--- src/rtl/mem_arb_pkg.sv ---
// Shared types and default sizing for the two-port memory arbiter.
// Holds the arbiter state encoding and the default widths/watchdog limit.
package mem_arb_pkg;

  typedef enum logic [1:0] {
    IDLE    = 2'd0,
    DM_XFER = 2'd1,
    IF_XFER = 2'd2
  } state_t;

  localparam int DEF_ADDR_W         = 32;
  localparam int DEF_DATA_W         = 32;
  localparam int DEF_TIMEOUT_CYCLES = 255;

endpackage

--- src/rtl/mem_arbiter_if.sv ---
// Bundle of fetch port, data port, shared memory port and stall line.
// slave = arbiter view; master = requesters plus memory, as seen from outside.
interface mem_arbiter_if
  import mem_arb_pkg::*;
#(
  parameter int ADDR_W = DEF_ADDR_W,
  parameter int DATA_W = DEF_DATA_W
);

  logic              if_req_i;
  logic [ADDR_W-1:0] if_addr_i;
  logic [DATA_W-1:0] if_rdata_o;
  logic              if_ack_o;

  logic              dm_req_i;
  logic              dm_we_i;
  logic [ADDR_W-1:0] dm_addr_i;
  logic [DATA_W-1:0] dm_wdata_i;
  logic [DATA_W-1:0] dm_rdata_o;
  logic              dm_ack_o;

  logic              mem_req_o;
  logic              mem_we_o;
  logic [ADDR_W-1:0] mem_addr_o;
  logic [DATA_W-1:0] mem_wdata_o;
  logic [DATA_W-1:0] mem_rdata_i;
  logic              mem_ack_i;

  logic              stall_o;

  modport slave (
    input  if_req_i, if_addr_i,
    output if_rdata_o, if_ack_o,
    input  dm_req_i, dm_we_i, dm_addr_i, dm_wdata_i,
    output dm_rdata_o, dm_ack_o,
    output mem_req_o, mem_we_o, mem_addr_o, mem_wdata_o,
    input  mem_rdata_i, mem_ack_i,
    output stall_o
  );

  modport master (
    output if_req_i, if_addr_i,
    input  if_rdata_o, if_ack_o,
    output dm_req_i, dm_we_i, dm_addr_i, dm_wdata_i,
    input  dm_rdata_o, dm_ack_o,
    input  mem_req_o, mem_we_o, mem_addr_o, mem_wdata_o,
    output mem_rdata_i, mem_ack_i,
    input  stall_o
  );

endinterface

--- src/rtl/mem_arb_watchdog.sv ---
// Transfer watchdog: counts enabled cycles, pulses expire_o on the LIMIT-th one.
// Combinational expire, no backpressure; clr_i wins over en_i.
module mem_arb_watchdog #(
  parameter int LIMIT = 255
) (
  input  logic clk_i,
  input  logic rst_i,
  input  logic clr_i,
  input  logic en_i,
  output logic expire_o
);

  localparam int CNT_W = $clog2(LIMIT + 1);

  logic [CNT_W-1:0] cnt_q;

  always_ff @(posedge clk_i) begin
    if (rst_i || clr_i) begin
      cnt_q <= '0;
    end else if (en_i) begin
      cnt_q <= cnt_q + 1'b1;
    end
  end

  assign expire_o = en_i && (cnt_q == CNT_W'(LIMIT - 1));

endmodule

--- src/rtl/mem_arbiter.sv ---
// Fixed-priority (data over fetch) arbiter onto one memory port, one transfer in flight; ack_o two edges after req.
// Requesters are held via stall_o until their ack; MEM_ARB_TIMEOUT_EN adds a watchdog and sticky err_o.
module mem_arbiter
  import mem_arb_pkg::*;
#(
  parameter int ADDR_W         = DEF_ADDR_W,
  parameter int DATA_W         = DEF_DATA_W,
  parameter int TIMEOUT_CYCLES = DEF_TIMEOUT_CYCLES
) (
  input logic clk_i,
  input logic rst_i,
`ifdef MEM_ARB_TIMEOUT_EN
  output logic err_o,
`endif
  mem_arbiter_if.slave bus
);

  state_t            state_q, state_d;
  logic              mem_req_q, mem_req_d;
  logic              mem_we_q, mem_we_d;
  logic [ADDR_W-1:0] mem_addr_q, mem_addr_d;
  logic [DATA_W-1:0] mem_wdata_q, mem_wdata_d;
  logic [DATA_W-1:0] if_rdata_q, if_rdata_d;
  logic [DATA_W-1:0] dm_rdata_q, dm_rdata_d;
  logic              if_ack_q, if_ack_d;
  logic              dm_ack_q, dm_ack_d;
  logic              expire;
  logic              dm_elig, if_elig;

`ifdef MEM_ARB_TIMEOUT_EN
  logic err_q, err_d;

  mem_arb_watchdog #(.LIMIT(TIMEOUT_CYCLES)) u_watchdog (
    .clk_i    (clk_i),
    .rst_i    (rst_i),
    .clr_i    (state_q == IDLE),
    .en_i     (state_q != IDLE),
    .expire_o (expire)
  );

  assign err_d = err_q | (expire & ~bus.mem_ack_i);
  assign err_o = err_q;

  always_ff @(posedge clk_i) begin
    if (rst_i) err_q <= 1'b0;
    else       err_q <= err_d;
  end
`else
  // Limit only matters with the watchdog compiled in.
  logic [31:0] unused_timeout;
  assign unused_timeout = TIMEOUT_CYCLES;
  assign expire         = 1'b0;
`endif

  // A requester whose ack is showing still holds req; don't serve it twice.
  assign dm_elig = bus.dm_req_i & ~dm_ack_q;
  assign if_elig = bus.if_req_i & ~if_ack_q;

  always_comb begin
    state_d     = state_q;
    mem_req_d   = mem_req_q;
    mem_we_d    = mem_we_q;
    mem_addr_d  = mem_addr_q;
    mem_wdata_d = mem_wdata_q;
    if_rdata_d  = if_rdata_q;
    dm_rdata_d  = dm_rdata_q;
    if_ack_d    = 1'b0;
    dm_ack_d    = 1'b0;

    case (state_q)
      IDLE: begin
        if (dm_elig) begin
          state_d     = DM_XFER;
          mem_req_d   = 1'b1;
          mem_we_d    = bus.dm_we_i;
          mem_addr_d  = bus.dm_addr_i;
          mem_wdata_d = bus.dm_wdata_i;
        end else if (if_elig) begin
          state_d     = IF_XFER;
          mem_req_d   = 1'b1;
          mem_we_d    = 1'b0;
          mem_addr_d  = bus.if_addr_i;
          mem_wdata_d = '0;
        end
      end
      DM_XFER: begin
        if (bus.mem_ack_i || expire) begin
          state_d   = IDLE;
          mem_req_d = 1'b0;
          mem_we_d  = 1'b0;
          dm_ack_d  = 1'b1;
          // Writes leave the last read data in place; timeouts return zero.
          if (!bus.mem_ack_i)  dm_rdata_d = '0;
          else if (!mem_we_q)  dm_rdata_d = bus.mem_rdata_i;
        end
      end
      IF_XFER: begin
        if (bus.mem_ack_i || expire) begin
          state_d    = IDLE;
          mem_req_d  = 1'b0;
          if_ack_d   = 1'b1;
          if_rdata_d = bus.mem_ack_i ? bus.mem_rdata_i : '0;
        end
      end
      default: begin
        state_d   = IDLE;
        mem_req_d = 1'b0;
        mem_we_d  = 1'b0;
      end
    endcase
  end

  always_ff @(posedge clk_i) begin
    if (rst_i) begin
      state_q     <= IDLE;
      mem_req_q   <= 1'b0;
      mem_we_q    <= 1'b0;
      mem_addr_q  <= '0;
      mem_wdata_q <= '0;
      if_rdata_q  <= '0;
      dm_rdata_q  <= '0;
      if_ack_q    <= 1'b0;
      dm_ack_q    <= 1'b0;
    end else begin
      state_q     <= state_d;
      mem_req_q   <= mem_req_d;
      mem_we_q    <= mem_we_d;
      mem_addr_q  <= mem_addr_d;
      mem_wdata_q <= mem_wdata_d;
      if_rdata_q  <= if_rdata_d;
      dm_rdata_q  <= dm_rdata_d;
      if_ack_q    <= if_ack_d;
      dm_ack_q    <= dm_ack_d;
    end
  end

  assign bus.mem_req_o   = mem_req_q;
  assign bus.mem_we_o    = mem_we_q;
  assign bus.mem_addr_o  = mem_addr_q;
  assign bus.mem_wdata_o = mem_wdata_q;
  assign bus.if_rdata_o  = if_rdata_q;
  assign bus.if_ack_o    = if_ack_q;
  assign bus.dm_rdata_o  = dm_rdata_q;
  assign bus.dm_ack_o    = dm_ack_q;
  assign bus.stall_o     = (bus.if_req_i & ~if_ack_q) | (bus.dm_req_i & ~dm_ack_q);

endmodule

--- src/flat_wrapper.sv ---
// flat-port wrapper written by rule: the top's interface ports become plain ports
module mem_arbiter_flat import mem_arb_pkg::*;
#(
  parameter int ADDR_W         = DEF_ADDR_W,
  parameter int DATA_W         = DEF_DATA_W,
  parameter int TIMEOUT_CYCLES = DEF_TIMEOUT_CYCLES
)
  (clk_i, rst_i, bus_if_req_i, bus_if_addr_i, bus_if_rdata_o, bus_if_ack_o, bus_dm_req_i, bus_dm_we_i, bus_dm_addr_i, bus_dm_wdata_i, bus_dm_rdata_o, bus_dm_ack_o, bus_mem_req_o, bus_mem_we_o, bus_mem_addr_o, bus_mem_wdata_o, bus_mem_rdata_i, bus_mem_ack_i, bus_stall_o);
  mem_arbiter_if #(.ADDR_W(ADDR_W), .DATA_W(DATA_W)) bus_i ();
  input logic clk_i;
  input logic rst_i;
  input wire logic [$bits(bus_i.if_req_i)-1:0] bus_if_req_i;
  input wire logic [$bits(bus_i.if_addr_i)-1:0] bus_if_addr_i;
  output wire logic [$bits(bus_i.if_rdata_o)-1:0] bus_if_rdata_o;
  output wire logic [$bits(bus_i.if_ack_o)-1:0] bus_if_ack_o;
  input wire logic [$bits(bus_i.dm_req_i)-1:0] bus_dm_req_i;
  input wire logic [$bits(bus_i.dm_we_i)-1:0] bus_dm_we_i;
  input wire logic [$bits(bus_i.dm_addr_i)-1:0] bus_dm_addr_i;
  input wire logic [$bits(bus_i.dm_wdata_i)-1:0] bus_dm_wdata_i;
  output wire logic [$bits(bus_i.dm_rdata_o)-1:0] bus_dm_rdata_o;
  output wire logic [$bits(bus_i.dm_ack_o)-1:0] bus_dm_ack_o;
  output wire logic [$bits(bus_i.mem_req_o)-1:0] bus_mem_req_o;
  output wire logic [$bits(bus_i.mem_we_o)-1:0] bus_mem_we_o;
  output wire logic [$bits(bus_i.mem_addr_o)-1:0] bus_mem_addr_o;
  output wire logic [$bits(bus_i.mem_wdata_o)-1:0] bus_mem_wdata_o;
  input wire logic [$bits(bus_i.mem_rdata_i)-1:0] bus_mem_rdata_i;
  input wire logic [$bits(bus_i.mem_ack_i)-1:0] bus_mem_ack_i;
  output wire logic [$bits(bus_i.stall_o)-1:0] bus_stall_o;
  assign bus_i.if_req_i = bus_if_req_i;
  assign bus_i.if_addr_i = bus_if_addr_i;
  assign bus_if_rdata_o = bus_i.if_rdata_o;
  assign bus_if_ack_o = bus_i.if_ack_o;
  assign bus_i.dm_req_i = bus_dm_req_i;
  assign bus_i.dm_we_i = bus_dm_we_i;
  assign bus_i.dm_addr_i = bus_dm_addr_i;
  assign bus_i.dm_wdata_i = bus_dm_wdata_i;
  assign bus_dm_rdata_o = bus_i.dm_rdata_o;
  assign bus_dm_ack_o = bus_i.dm_ack_o;
  assign bus_mem_req_o = bus_i.mem_req_o;
  assign bus_mem_we_o = bus_i.mem_we_o;
  assign bus_mem_addr_o = bus_i.mem_addr_o;
  assign bus_mem_wdata_o = bus_i.mem_wdata_o;
  assign bus_i.mem_rdata_i = bus_mem_rdata_i;
  assign bus_i.mem_ack_i = bus_mem_ack_i;
  assign bus_stall_o = bus_i.stall_o;
  mem_arbiter #(.ADDR_W(ADDR_W), .DATA_W(DATA_W), .TIMEOUT_CYCLES(TIMEOUT_CYCLES)) u_core (.clk_i(clk_i), .rst_i(rst_i), .bus(bus_i));
endmodule
--- config.mk ---
export PLATFORM = sky130hd
export DESIGN_NAME = mem_arbiter_flat
export DESIGN_NICKNAME = d
export VERILOG_FILES = /design/src/rtl/mem_arb_pkg.sv /design/src/rtl/mem_arbiter_if.sv /design/src/rtl/mem_arb_watchdog.sv /design/src/rtl/mem_arbiter.sv /design/src/flat_wrapper.sv
export SDC_FILE = /design/constraint.sdc
export NUM_CORES = 1
export LEC_CHECK = 0
export BUFFER_PORTS_ARGS = -buffer_cell sky130_fd_sc_hd__buf_4
export CAP_MARGIN = 15
export CORE_MARGIN = 1.5
export CORE_UTILIZATION = 48
export CTS_CLUSTER_SIZE = 20
export DETAILED_ROUTE_END_ITERATION = 12
export PLACE_DENSITY = 0.86
export SKIP_LAST_GASP = 1
export SYNTH_ARGS = -nofsm -noshare
export SYNTH_HDL_FRONTEND = slang
export SYNTH_SLANG_ARGS = --single-unit
--- constraint.sdc ---
create_clock -name clk_i -period 3.4 [get_ports clk_i]
set_input_delay 0.51 -clock clk_i [delete_from_list [all_inputs] [get_ports clk_i]]
set_output_delay 0.51 -clock clk_i [all_outputs]
set_load 0.05 [all_outputs]
==> results of run 1 <==
## metal layers
layer  up-vias  global-route usage [%]  part of all wire (%)
li1       2361                       -                     -
met1      2250                   28.26                    39
met2       207                   46.17                    52
met3        29                   5.739                   6.4
met4         0                   13.50                   2.6
met5         -                       0                     0
## state kept, by name (all words and copies together) (netlist names)
signal	count
u_core.bus.dm_rdata_o	32
u_core.bus.if_rdata_o	32
u_core.bus.mem_addr_o	32
u_core.bus.mem_wdata_o	32
u_core.state_q	2
u_core.bus.dm_ack_o	1
u_core.bus.if_ack_o	1
u_core.bus.mem_req_o	1
u_core.bus.mem_we_o	1
## metrics by stage
step | worst slack [ps] | hold slack [ps] | power, mW
finish | 1491 | 207.1 | 4.569
floorplan | 1439 | 508.2 | 2.490
global placement | 1371 | 442.2 | 2.834
detailed placement | 1290 | 447.7 | 2.864
CTS | 1442 | 184.0 | 4.579
global route | 1375 | 185.1 | 4.728
## power groups by stage
stage	Clock [mW]	Combinational [mW]	Sequential, mW
finish	1.72	1.09	1.76
global route	1.81	1.14	1.77
CTS	1.74	1.08	1.76
detailed placement	0	1.07	1.79
global placement	0	1.05	1.78
floorplan	0	0.308	2.18
## logic make-up (layout without fill, tap and decap cells)
logic type                 Yosys count  in the layout  share of synthesized area [%]
AOI/OAI and AO/OA                  139            139                          20.02
and+or+nand+nor                    146            146                          11.80
buffers and inverters               80            342                          7.448
adders and majority gates            3              3                         0.7499
muxes                               32             32                          6.398
DFF                                134            134                          53.59
## synth_stat cells (2+ instances only)
library cell	n
o32ai_1	33
inv_1	34
buf_6	5
dfxtp_1	134
nand2b_1	2
buf_1	4
buf_4	3
and2_1	2
o21ai_1	2
nand2_1	131
buf_2	19
nor2b_1	3
a21oi_1	65
mux2i_1	32
a32o_1	33
ha_1	3
clkbuf_1	14
## cell type report
cell class	count	area, um2	share of cell area (%)
clock buffer	20	435.4	5.726
clock inverter	11	125.1	1.645
inverter	35	131.4	1.728
multi-input combinational	320	1961	25.78
sequential	134	2683	35.27
tap	136	170.2	2.238
timing repair buffer	276	2100	27.61
## final timing paths
path / slack (ps) / cells past startpoint / endpoint
hold reg to reg: 450 / 2 / u_core.bus.dm_rdata_o[14]
hold / removal: 210 / 2 / u_core.bus.mem_wdata_o[8]
setup reg to reg: 1700 / 6 / u_core.bus.mem_addr_o[31]
setup / recovery: 1490 / 3 / bus_stall_o
==> key figures, run 1 <==
Layout
  • Layout cells sized above 1: 39.07%
  • # diodes: 0
  • Commonest non-fill, non-tap cell in the layout: buf_4
  • Syn-to-layout area delta: 51.91%
  • Most frequent cells in the layout: buf_4, dfxtp_1, nand2_1
  • Post-layout nets: 921
  • Final Instance Area: 7605 um2
  • Final core utilization: 74.33%
  • Non-filler cells, final: 932
  • Fillers: 714

Worst setup path
  • Crit path largest cell delay: 360 ps
  • Crit-path slowest cell: dfxtp_1
  • Critical Path RT: 2890 ps
  • Critical path startpoint category: flop
  • CP arrival: 1400 ps
  • Worst r2r src: u_core.state_q[0]
  • Cell family with most CP delay: flip-flops
  • Setup CP Type: reg2out
  • CP Max Fanout: 5
  • Crit path cell chain: nand2b_1, nand2_1, buf_4
  • CP startpoint: u_core.bus.if_ack_o
  • CP endpoint kind: output port
  • Buf/Inv on CP: 1

STA
  • Final Max Slew Viols: 0
  • RSZ-0062 raised after global routing: no
  • Worst Max-Slew Pin Slew: 664.0 ps
  • Setup tns final: 0 ps
  • Min cycle time layout: 1909 ps
  • Endpoints failing setup: 0
  • FMAX: 523.7 MHz
  • Final worst clock skew: 13.03 ps
  • Fin. Hold Viols: 0
  • Slew Limit Headroom: 55.73%
  • Final worst-path cycle share: 56.16%

Clock tree
  • Later-pin clock latency in the skew report: 510 ps
  • TritonCTS clock tree: done
  • Clock transition at path regs: 60 ps
  • Root buf cell: clkbuf_8
  • CTS buffer count: 17
  • Resize count post-CTS: 0
  • Sink Count: 134
  • CTS Buffer Depth: 2
  • Setup bufs post-CTS: 0
  • Cts hold-fix bufs: 0
  • H-Tree Level Count: 4

Yosys
  • Sequential fraction of the synthesis area: 53.59%
  • Syn avg cell area: 9.375 um2
  • Yosys cell types: 32
  • EDFF count, synth: 0
  • Yosys warning count: 0
  • Mapped Cells: 534
  • Predominant post-synthesis flop cell: dfxtp_1
  • FFs w/ async S/R, synth: 0%
  • Syn Nets: 671
  • Mapped Area: 5006 um2
  • Main area contributors after synthesis: dfxtp_1, nand2_1, a32o_1, a21oi_1, mux2i_1
  • Top cell type's share of synthesized area: 53.59%
  • Synthesized flop and latch total: 134
  • Post-synth top area cell: dfxtp_1

Detailed routing
  • DRC violations left: 0
  • DRT iter0 DRCs: 258
  • Vias/cell: 5.201
  • Via count: 4847
  • TritonRoute pass-1 iters: 5
  • Wirelength, routed: 14460 um
  • Final antenna-violating net count: 0
  • WL/cell: 15.52 um

GRT
  • Vias in the first global route: 4719
  • Initial antenna violation count: 0
  • Grt total ovfl: 0
  • Total GRT Usage: 25.77%
  • Global-route wire length before repair: 22660 um
  • Largest net degree at the start of global routing: 68

Power and ir drop
  • Clk network pwr share: 37.7%
  • P_int: 3.128 mW
  • Comb power frac: 23.8%
  • Switching share of power: 31.54%
  • Pwr per Cell Area: 600.9 nW/um2
  • Worst IR drop on VDD: 0.0003396 V
  • Leakage: 3.384 nW
  • Psw: 1.441 mW
  • Sequential power share: 38.5%

Placement
  • Port bufs: 266
  • RD Place Congestion: 0.7766
  • Dpl hpwl: 10090 um
  • Placed standard-cell area: 7002 um2
  • DP Cell Count: 899

Flow run
  • Max cap viols: 0

Floorplanning
  • Row count: 37
  • Io pins: 267
  • Chip width: 105.1 um
  • Initial Util: 48.93%
  • Die area: 11050 um2
  • Core region area: 10230 um2
  • Die Span Y: 105.1 um

Hold path
  • Worst hold path type: in2reg
  • Min-delay src: bus_dm_wdata_i[8]

Status
  • Status: finished, final reports clean
(Power assumes the default switching activity.)
==> run 2: changes to the inputs <==
Settings changed: CORE_UTILIZATION 48 to 45, PLACE_DENSITY 0.86 to 0.81.
Clock period 3.4 ns to 2 ns, I/O delays scaled along.
==> run 2 against run 1 <==
  * Clock skew fell by 3.2 ps
  * Clock power rose by 78%
  * Register-to-register slack got worse by 1400 ps
  * Via count rose by 4.0%
  * Non-clock buffer count rose by 32
  * Core utilization fell by 0.87 points
  * Sequential power rose by 70%
  * Count of clock-buffer cells in the layout did not move
  * First-iteration DRC count rose by 28%
  * Design area rose by 4.7%
  * Critical endpoint unchanged
  * Sequential share of layout area fell by 1.6 points
  * Hold slack got worse by 170 ps
==> key figures, run 2 (synthesized netlist as in run 1, its figures left out) <==
Detailed routing
  • Vias/cell: 5.202 (about the same)
  • Final antenna-violating net count: 0 (unchanged)
  • Wirelength, routed: 15310 um (+5.9%)
  • Via count: 5041 (+4.0%)
  • TritonRoute pass-1 iters: 6 (+1)
  • DRC violations left: 0 (unchanged)
  • WL/cell: 15.80 um (+1.8%)
  • DRT iter0 DRCs: 331 (+28%)

STA
  • Slew Limit Headroom: 51.89% (-3.8 points)
  • Post-layout worst setup margin: 297.8 ps (-1193 ps)
  • Fin. Hold Viols: 0 (unchanged)
  • Endpoints failing setup: 0 (unchanged)
  • Final worst-path cycle share: 85.11%
  • FMAX: 587.5 MHz
  • Setup tns final: 0 ps (unchanged)
  • Final Max Slew Viols: 0 (unchanged)
  • Final worst clock skew: 9.842 ps (-3.191 ps)
  • RSZ-0062 raised after global routing: no
  • Worst Max-Slew Pin Slew: 721.5 ps (+57.49 ps)
  • Min cycle time layout: 1702 ps

Power and ir drop
  • Sequential power share: 37.5% (-1.0 points)
  • Clk network pwr share: 38.5% (+0.8 points)
  • Pwr per Cell Area: 1000 nW/um2 (+66%)
  • Leakage: 3.527 nW (+4.2%)
  • Worst IR drop on VDD: 0.0005637 V (+66%)
  • Psw: 2.477 mW (+72%)
  • P_int: 5.487 mW (+75%)
  • Switching share of power: 31.10% (-0.44 points)
  • Comb power frac: 24.0% (+0.2 points)

Placement
  • Dpl ws: 71.62 ps (-1218 ps)
  • Dpl hpwl: 10170 um (+0.83%)
  • Port bufs: 266 (unchanged)
  • RD Place Congestion: 0.7653 (-1.5%)

Layout
  • Post-layout nets: 953 (+3.5%)
  • Most frequent cells in the layout: buf_4, dfxtp_1, nand2_1
  • Commonest non-fill, non-tap cell in the layout: buf_4
  • Layout cells sized above 1: 37.64% (-1.4 points)
  • Syn-to-layout area delta: 59.09%
  • Fillers: 762 (+6.7%)
  • # diodes: 0 (unchanged)

Worst setup path
  • Crit-path slowest cell: dfxtp_1
  • Crit path cell chain: nand2b_2, nand2_1, buf_4
  • CP Max Fanout: 6 (+1)
  • Critical Path RT: 1700 ps (-1190 ps)
  • CP endpoint kind: output port
  • Critical path startpoint category: flop
  • Reg2reg path depth: 6 (unchanged)
  • FF-to-FF setup slack: 300 ps (-1400 ps)
  • CP startpoint: u_core.bus.dm_ack_o
  • Critical Path End: bus_stall_o
  • Worst r2r dst: u_core.bus.mem_wdata_o[13]
  • Worst r2r src: u_core.state_q[0]
  • CP arrival: 1400 ps (about the same)
  • Setup CP Type: reg2out
  • Crit path largest cell delay: 330 ps (-30 ps)

Floorplanning
  • Core region area: 10840 um2 (+6.0%)
  • Chip width: 108.5 um (+3.2%)
  • Initial Util: 46.18% (-2.8 points)
  • Die Span Y: 108.5 um (+3.2%)
  • Row count: 38 (+2.7%)
  • Io pins: 267 (unchanged)
  • Die area: 11770 um2 (+6.5%)

Clock tree
  • Root buf cell: clkbuf_8
  • Clock transition at path regs: 60 ps (about the same)
  • Later-pin clock latency in the skew report: 520 ps (about the same)
  • CTS Buffer Depth: 2 (unchanged)
  • CTS buffer count: 17 (unchanged)
  • Sink Count: 134 (unchanged)
  • H-Tree Level Count: 4 (unchanged)
  • TritonCTS clock tree: done

GRT
  • Global-route wire length before repair: 23480 um (+3.6%)
  • Vias in the first global route: 4965 (+5.2%)
  • Largest net degree at the start of global routing: 74 (+8.8%)
  • Initial antenna violation count: 0 (unchanged)
  • Grt total ovfl: 0 (unchanged)
  • Total GRT Usage: 25.74% (about the same)

Flow run
  • Max cap viols: 0 (unchanged)

Status
  • Status: finished, final reports clean

Hold path
  • Worst hold path type: in2reg
==> run 2: cell count changes in the layout (fill, tap and decap cells not counted) <==
cell	previous run	this run
clkinvlp_4	2	3
inv_6	2	0
buf_12	0	2
buf_4	274	273
buf_16	1	0
clkinv_4	2	3
bufinv_16	2	3
dlygate4sd3_1	0	32
==> run 2: worst max-delay path, delay by kind of cell (launching register included) <==
family | cells | cell delay, ps
buffers and inverters | 1 | 200
flip-flops | 1 | 330
AND/OR/NAND/NOR | 2 | 350
==> run 2: how the worst min path moves through the flow <==
stage                                    from                   endpoint  slack (ps)  cells after the start
finish                    bus_mem_rdata_i[19]  u_core.bus.dm_rdata_o[19]          30                      3
global route              bus_mem_rdata_i[25]  u_core.bus.dm_rdata_o[25]          10                      3
detailed placement  u_core.bus.if_rdata_o[11]  u_core.bus.if_rdata_o[11]         450                      2
CTS                         bus_dm_wdata_i[7]  u_core.bus.mem_wdata_o[7]           9                      2
global placement     u_core.bus.if_rdata_o[5]   u_core.bus.if_rdata_o[5]         440                      2
floorplan                   bus_dm_wdata_i[0]  u_core.bus.mem_wdata_o[0]         430                      1
==> run 2: power groups by stage <==
stage          clock (mW)  sequential [mW]  combinational [mW]
2_1_floorplan           0             3.71               0.524
3_3_place_gp            0             3.03                1.80
3_5_place_dp            0             3.04                1.84
4_1_cts              3.10             2.98                1.89
5_1_grt              3.25             3.01                2.01
6_report             3.06             2.99                1.91
==> run 2: layout make-up <==
cell class / count / area (um2) / share of cell area, %
inverters: 35 / 131.4 / 1.650
clock buffers: 20 / 435.4 / 5.467
clock inverters: 12 / 153.9 / 1.932
well taps: 140 / 175.2 / 2.200
flip-flops and latches: 134 / 2683 / 33.68
multi-input cells: 320 / 1961 / 24.62
repair buffers: 308 / 2425 / 30.45
==> run 2: per-stage QoR <==
| stage | cells | hold slack [ps] | utilization (%) | instance area [um2] | total power [mW] |
|---|---|---|---|---|---|
| after floorplan | 534 | 425.8 | - | 5006 | 4.232 |
| after global placement | 904 | 442.3 | 64.94 | 7039 | 4.835 |
| after detailed placement | 904 | 447.6 | 64.94 | 7039 | 4.877 |
| after CTS | 967 | 8.606 | 73.23 | 7939 | 7.974 |
| after global routing | 969 | 12.02 | 73.46 | 7964 | 8.271 |
| final | 969 | 32.43 | 73.46 | 7964 | 7.964 |
==> run 2: what timing repair did <==
action / 4_1_cts / 5_1_grt
hold endpoints to repair: 31 / 1
gates resized for setup: 0 / 0
hold buffers: 31 / 1
endpoints found under the setup margin: 0 / 0
setup buffers: 0 / 0
==> run 2: routing by layer <==
layer	track usage (%)	wire, um	vias to the layer above
li1	-	-	2430
met1	27.95	5687	2303
met2	44.65	7787	261
met3	8.318	1226	47
met4	13.25	612	0
met5	0	0	-
